==> config.mk <==
export PLATFORM = sky130hd
export DESIGN_NAME = regfile_operand_fetch
export DESIGN_NICKNAME = d
export VERILOG_FILES = /design/src/rtl/cpu_pkg.sv /design/src/rtl/opfetch_bypass.sv /design/src/rtl/regfile_operand_fetch.sv
export SDC_FILE = /design/constraint.sdc
export NUM_CORES = 1
export LEC_CHECK = 0
export ABC_CLOCK_PERIOD_IN_PS = 1970
export CORE_ASPECT_RATIO = 1.75
export CORE_MARGIN = 1
export CORE_UTILIZATION = 41
export CTS_CLUSTER_DIAMETER = 30
export DETAILED_ROUTE_END_ITERATION = 7
export PLACE_DENSITY = 0.75
export SETUP_SLACK_MARGIN = 0.1
export SLEW_MARGIN = 20
export SYNTH_ARGS = -nofsm -noshare
export SYNTH_HDL_FRONTEND = slang
export SYNTH_SLANG_ARGS = --single-unit
==> constraint.sdc <==
create_clock -name clk -period 1.97 [get_ports clk]
set_input_delay 0.2955 -clock clk [delete_from_list [all_inputs] [get_ports clk]]
set_output_delay 0.2955 -clock clk [all_outputs]
set_load 0.01 [all_outputs]
==> src/rtl/cpu_pkg.sv <==
// Shared CPU definitions: operand-fetch FSM encoding and default register file geometry.
package cpu_pkg;

  localparam int unsigned RF_ADDR_WIDTH = 4;
  localparam int unsigned RF_DATA_WIDTH = 16;

  typedef enum logic [1:0] {
    IDLE = 2'd0,
    RD_A = 2'd1,
    RD_B = 2'd2,
    HOLD = 2'd3
  } opfetch_state_e;

endpackage

==> src/rtl/opfetch_bypass.sv <==
// Selects the writeback value over the file's read data when the write lands on the
// register being read in the same cycle (the file's negedge read cannot see it yet).
module opfetch_bypass #(
  parameter int unsigned ADDR_WIDTH = 4,
  parameter int unsigned DATA_WIDTH = 16
) (
  input  logic                  wb_valid,
  input  logic [ADDR_WIDTH-1:0] wb_adr,
  input  logic [DATA_WIDTH-1:0] wb_data,
  input  logic [ADDR_WIDTH-1:0] rf_radr_p,
  input  logic [DATA_WIDTH-1:0] rf_dout,
  output logic [DATA_WIDTH-1:0] fetch_data
);

  logic hit;

  assign hit        = wb_valid && (wb_adr == rf_radr_p);
  assign fetch_data = hit ? wb_data : rf_dout;

endmodule

==> src/rtl/regfile_operand_fetch.sv <==
// Operand fetch sequencer for a 1R/1W register file. Build option OPFETCH_DUP_SKIP_EN
// collapses a two-operand request with identical sources into a single read.
module regfile_operand_fetch
  import cpu_pkg::*;
#(
  parameter int unsigned ADDR_WIDTH = RF_ADDR_WIDTH,
  parameter int unsigned DATA_WIDTH = RF_DATA_WIDTH
) (
  input  logic                  clk,
  input  logic                  reset,
  input  logic                  req_valid,
  output logic                  req_ready,
  input  logic [ADDR_WIDTH-1:0] req_rs_a,
  input  logic [ADDR_WIDTH-1:0] req_rs_b,
  input  logic                  req_two,
  output logic                  op_valid,
  input  logic                  op_ready,
  output logic [DATA_WIDTH-1:0] op_a,
  output logic [DATA_WIDTH-1:0] op_b,
  input  logic                  wb_valid,
  input  logic [ADDR_WIDTH-1:0] wb_adr,
  input  logic [DATA_WIDTH-1:0] wb_data,
  output logic [ADDR_WIDTH-1:0] rf_radr_p,
  input  logic [DATA_WIDTH-1:0] rf_dout,
  output logic                  rf_we_p,
  output logic [ADDR_WIDTH-1:0] rf_wadr_n,
  output logic [DATA_WIDTH-1:0] rf_din
);

  opfetch_state_e        state_q, state_d;
  logic [ADDR_WIDTH-1:0] rs_a_q, rs_a_d;
  logic [ADDR_WIDTH-1:0] rs_b_q, rs_b_d;
  logic                  two_q, two_d;
  logic [ADDR_WIDTH-1:0] radr_q, radr_d;
  logic [DATA_WIDTH-1:0] op_a_q, op_a_d;
  logic [DATA_WIDTH-1:0] op_b_q, op_b_d;
  logic [DATA_WIDTH-1:0] fetch_data;
  logic                  dup_skip;

  // Writeback goes straight to the file; it commits at the next posedge.
  assign rf_we_p   = wb_valid;
  assign rf_wadr_n = wb_adr;
  assign rf_din    = wb_data;

  opfetch_bypass #(
    .ADDR_WIDTH(ADDR_WIDTH),
    .DATA_WIDTH(DATA_WIDTH)
  ) u_bypass (
    .wb_valid  (wb_valid),
    .wb_adr    (wb_adr),
    .wb_data   (wb_data),
    .rf_radr_p (radr_q),
    .rf_dout   (rf_dout),
    .fetch_data(fetch_data)
  );

`ifdef OPFETCH_DUP_SKIP_EN
  assign dup_skip = (rs_a_q == rs_b_q);
`else
  assign dup_skip = 1'b0;
`endif

  always_comb begin
    state_d = state_q;
    rs_a_d  = rs_a_q;
    rs_b_d  = rs_b_q;
    two_d   = two_q;
    radr_d  = radr_q;
    op_a_d  = op_a_q;
    op_b_d  = op_b_q;
    unique case (state_q)
      IDLE: begin
        if (req_valid) begin
          rs_a_d  = req_rs_a;
          rs_b_d  = req_rs_b;
          two_d   = req_two;
          radr_d  = req_rs_a;
          state_d = RD_A;
        end
      end
      RD_A: begin
        op_a_d = fetch_data;
        if (!two_q) begin
          op_b_d  = '0;
          state_d = HOLD;
        end else if (dup_skip) begin
          op_b_d  = fetch_data;
          state_d = HOLD;
        end else begin
          radr_d  = rs_b_q;
          state_d = RD_B;
        end
      end
      RD_B: begin
        op_b_d  = fetch_data;
        state_d = HOLD;
      end
      HOLD: begin
        if (op_ready) state_d = IDLE;
      end
      default: state_d = IDLE;
    endcase
  end

  always_ff @(posedge clk or posedge reset) begin
    if (reset) begin
      state_q <= IDLE;
      rs_a_q  <= '0;
      rs_b_q  <= '0;
      two_q   <= 1'b0;
      radr_q  <= '0;
      op_a_q  <= '0;
      op_b_q  <= '0;
    end else begin
      state_q <= state_d;
      rs_a_q  <= rs_a_d;
      rs_b_q  <= rs_b_d;
      two_q   <= two_d;
      radr_q  <= radr_d;
      op_a_q  <= op_a_d;
      op_b_q  <= op_b_d;
    end
  end

  assign req_ready = (state_q == IDLE) && !reset;
  assign op_valid  = (state_q == HOLD);
  assign op_a      = op_a_q;
  assign op_b      = op_b_q;
  assign rf_radr_p = radr_q;

endmodule

## Word-level counts from Yosys, hierarchy flattened

Cells that the tools add are included.

- Eq/ne operators: 8
- Mux-type cells: 10
- Reduce and logical (&&, ||, !) cells: 10

Operator list:

| cell | count |
|---|---|
| $mux W16 | 2 |
| $pmux W16 S2 | 1 |
| $mux W4 | 2 |
| $pmux W2 S4 | 1 |
| $pmux W4 S2 | 1 |
| $ne A2 B2 Y1 const B | 3 |
| $reduce_and A2 Y1 | 3 |
| $eq A2 B2 Y1 const B | 2 |
| $eq A4 B4 Y1 | 1 |
| $mux W2 | 2 |
| $reduce_bool A2 Y1 | 2 |
| $reduce_and A3 Y1 | 1 |
| $eq A2 B1 Y1 const B | 1 |
| $logic_and A1 B1 Y1 | 2 |
| $logic_not A2 Y1 | 1 |
| $ne A2 B1 Y1 const B | 1 |
| $logic_not A1 Y1 | 1 |
| $mux W1 | 1 |

- Bits in registers: 43
- Output and inout port bits: 59
- Logic and storage cells: 34

## Longest topological paths before layout

- Depth after elaboration: 4
- Depth in mapped cells: 8
- Depth with buffers taken out: 6

## Hierarchy

From an unflattened synthesis, not the netlist that was laid out.

- Cells, all modules: 197
- Area total of the unflattened synthesis: 2294.7 um^2

By module, submodules not included:

| module | times used | cells an instance | area an instance (um^2) | sequential area each (um^2) |
|---|---|---|---|---|
| regfile_operand_fetch | 1 | 171 | 2031.9 | 1076.0 |
| opfetch_bypass | 1 | 26 | 262.8 | 0.0 |

## Worst setup path after synthesis

No wires, ideal clock.

- Path kind: reg-to-reg
- Start: register state_q[1]
- End: register op_b_q[0] (netlist: op_b[0])
- Library setup time: 0.069 ns
- Arrival time: 1.504 ns
- Data required time: 1.901 ns
- Path slack: 0.397 ns
- Stages on the path, launching flop included: 9
- Buffers on the path: 3
- Clock period less this slack: 1.573 ns
- Cell sequence: dfrtp_1 inv_1 ha_1 buf_2 a21boi_2 buf_2 buf_2 nand4_1 nand3_1

- Longest elaborated chain between the ends: 3
- Elaborated cells on any way between the ends: 6
- Classes of those cells: 3 x eq/ne; 1 x mux; 2 x reduce/logical

RTL lines:

| what | RTL line | text |
|---|---|---|
| start, declared | regfile_operand_fetch.sv:30 | `opfetch_state_e state_q, state_d;` |
| start signal, assigned | regfile_operand_fetch.sv:115 | `state_q <= state_d;` |
| $eq A2 B1 Y1 / $eq A2 B2 Y1 (equally long branches) | regfile_operand_fetch.sv:71 | `unique case (state_q)` |
| $ne A2 B2 Y1 (no source line) / $reduce_bool A2 Y1 (equally long branches) | n/a |  |
| $reduce_and A2 Y1 (no source line) | n/a |  |
| end signal, assigned | regfile_operand_fetch.sv:121 | `op_b_q <= op_b_d;` |
| end, declared | regfile_operand_fetch.sv:36 | `logic [DATA_WIDTH-1:0] op_b_q, op_b_d;` |

Several ways; a longest one is shown, not always the timed one.
A chain may end at the register's enable or synchronous reset.

## Final worst setup path

- Start: register state_q[1]
- End: register op_b_q[6] (netlist: op_b[6])

The elaborated chain is that of the path after synthesis.

==> out/qor.yml <==
routing:
  route.vias.total: 2554
  vias_per_cell: 5.78
  dr.pass1.iters: 4
  drc: 0
  drt_wl_total_um: 7640
  wl_met2_um: 4100
  drt_iter0_markers: 160
  drtAntennaViolNets: 0
  drt-met1-wl_um: 3050
  wire_per_inst_um: 17.3
  wl_met3_um: 357
  top_layer: "met4"
synthesis:
  synthesis.area_um2: 2670
  synth.area.top_cells: "dfrtp_1, nand4_1, buf_4"
  yosys_most_used_dff: "dfrtp_1"
  yosysWarnings: 0
  synth_top_area_share_pct: 40.3
  syn_inst: 279
  synth_edf_count: 0
  synthSimpleGateAreaFrac_pct: 26.6
  muxShareOfSynthArea_pct: 4.03
  yosysSeqAreaShare_pct: 40.3
  synthAdderAreaFrac_pct: 2.34
  syn_nets: 334
  async_reset_ff_share_pct: 100
  synth_xor_area_share_pct: 1.31
  synth.ff_latch_count: 43
  synth.distinct_cells: 30
  avgSynthCellArea_um2: 9.57
  synth_area_leader_cell: "dfrtp_1"
  synth_top_family_by_area: "simple AND/OR/NAND/NOR gates"
  synth_compound_gate_area_share_pct: 13.8
die:
  die_area_um2: 6850
  initial_utilization_pct: 42.9
  io_pins: 109
  die_w_um: 63
  core_area_um2: 6230
  std_cell_rows: 38
  die_h_um: 109
cts:
  numCtsBuffers: 5
  clockBufferDepth: 2
  ctsRootBufferMaster: "clkbuf_8"
  hold_buffers: 0
  path_clk_slew_ns: 0.09
  htreeDepth: 2
  cts_num_sinks: 43
  cts_tree: "yes"
  clkLatencyLatePin_ns: 0.30
critical_path:
  critPathKind: "reg -> reg"
  path_cells: "inv_1 > ha_1 > and2b_1 > a21oi_4 > buf_12 > a32oi_1 > nand3_1"
  rr_startpoint: "state_q[1]"
  cp_top_family: "simple AND/OR/NAND/NOR gates"
  startpoint_type: "flop"
  worst_path_largest_cell_delay_ns: 0.43
  endpoint_kind: "flop"
  regToRegEndpoint: "op_b[6]"
  r2r_slack_ns: 0.18
  r2r_cells: 7
  slowest_stage: "dfrtp_1"
  cp_max_fo: 16
  critPathRequiredTime_ns: 2.16
  cp_data_arrival_time_ns: 1.98
  crit_buf_inv: 2
power_and_ir_drop:
  power_leakage_nw: 1.54
  ir_drop_mv: 1.39
  power-per-cell-area_nw_per_um2: 1590
timing:
  period_needed_ns: 1.79
  setup_viol: 0
  skew_ns: 0.00879
  rsz0062_at_grt: "yes"
  relSlewSlack_pct: 79.5
  hold_violations: 0
  finalCritPeriodShare_pct: 91.0
  fmaxAchievable_mhz: 558
  slew_violations: 0
  holdWs_ns: 0.366
  timing.setup.tns_ns: 0
  worstMarginPinSlew_ns: 0.308
global_routing:
  grt_max_degree: 65
  grt.total_usage_pct: 23.4
  first_global_vias: 2646
  grt_pass1_wl_um: 12700
  overflow: 0
  antenna_found_initial: 0
place:
  post-dp-hpwl_um: 5280
  io_buffers: 108
  finalWeightedCongestion: 0.742
layout:
  utilization_pct: 61.8
  syn2layout_area_growth_pct: 44.1
  final_nets: 416
  layout-drive-gt1-share_pct: 14.1
  layout_commonest_cell: "clkdlybuf4s50_1"
  fill_cells: 533
  n_antenna_cell: 0
  final_cell_mix: "clkdlybuf4s50_1, dfrtp_1, nand4_1, nand3_1, nand2_1"
outcome:
  status: "finished, final reports clean"
worst_hold_path:
  hp-class: "in -> async"
run:
  cap_violations: 0
## worst register-to-register path, stage by stage (launching register included)
cell	delay, ns
dfrtp_1	0.43
inv_1	0.12
ha_1	0.31
and2b_1	0.32
a21oi_4	0.06
buf_12	0.16
a32oi_1	0.18
nand3_1	0.12
## per-layer routing
metal / vias to the layer above / track usage (%)
li1: 1183 / -
met1: 1261 / 27.1
met2: 96 / 42.1
met3: 14 / 4.29
met4: 0 / 9.14
met5: - / 0
## flip-flops by register name, indices dropped and copies added (netlist names)
register and flops:
op_a 16, op_b 16, rf_radr_p 4, rs_b_q 4
state_q 2, two_q 1
## power by group
part | internal [mW] | switching [mW] | total (mW)
sequential | 1.36 | 0.310 | 1.67
clock | 0.411 | 0.328 | 0.739
combinational | 1.91 | 1.82 | 3.73
total | 3.68 | 2.46 | 6.14
## cells by family after synthesis
kind of cell / count (synthesis)
AND/OR/NAND/NOR: 124
buffers and inverters: 51
flip-flops: 43
AO/OA/AOI/OAI: 42
multiplexers: 10
adder cells (fa/ha/maj): 5
XOR/XNOR: 4
## cell usage after synthesis (2+ instances only)
| cell type | instances |
|---|---|
| dfrtp_1 | 43 |
| nand3_1 | 32 |
| nand4_1 | 32 |
| buf_4 | 25 |
| nand2_1 | 17 |
| a2bb2oi_1 | 16 |
| a32oi_1 | 16 |
| nand3b_1 | 16 |
| or2_2 | 16 |
| buf_2 | 11 |
| mux2_2 | 6 |
| nor2_1 | 6 |
| clkbuf_1 | 5 |
| ha_1 | 5 |
| inv_1 | 5 |
| a21oi_1 | 4 |
| mux2i_1 | 4 |
| xor2_1 | 4 |
| clkbuf_2 | 3 |
| nor2b_1 | 2 |
| o31ai_1 | 2 |
## final cells by class
class | count | area, um^2 | share of cell area [%]
repair buffers | 120 | 1230 | 32.0
well taps | 80 | 100 | 2.60
flip-flops and latches | 43 | 1080 | 28.0
inverters | 6 | 22.5 | 0.585
multi-input cells | 185 | 1300 | 33.8
clock inverters | 2 | 35.0 | 0.910
clock buffers | 6 | 82.6 | 2.15
## stage by stage
step	cell area [um^2]	total power [mW]	setup WS, ns	std cells
final	3850	6.14	0.177	442
after floorplan	2670	3.82	0.397	279
after CTS	3820	6.06	0.0981	440
after global routing	3850	6.59	0.0579	442
after global placement	3700	5.17	0.209	431
after detailed placement	3700	5.29	0.118	431
## worst max-delay path by stage
stage | start | endpoint | cells past startpoint
3_5_place_dp | state_q[1] | op_b[6] | 6
5_1_grt | state_q[1] | op_b[6] | 7
6_report | state_q[1] | op_b[6] | 7
3_3_place_gp | state_q[0] | req_ready | 5
4_1_cts | state_q[1] | op_b[6] | 6
2_1_floorplan | state_q[1] | op_b[0] | 8
## repair_timing
item	4_1_cts	5_1_grt
pin swaps	0	2
gates cloned	0	0
gates resized for setup	2	4
setup buffers	1	2
setup endpoints to repair	1	22
endpoints found under the hold margin	0	0
No activity file was read; power rests on OpenSTA's default activity.
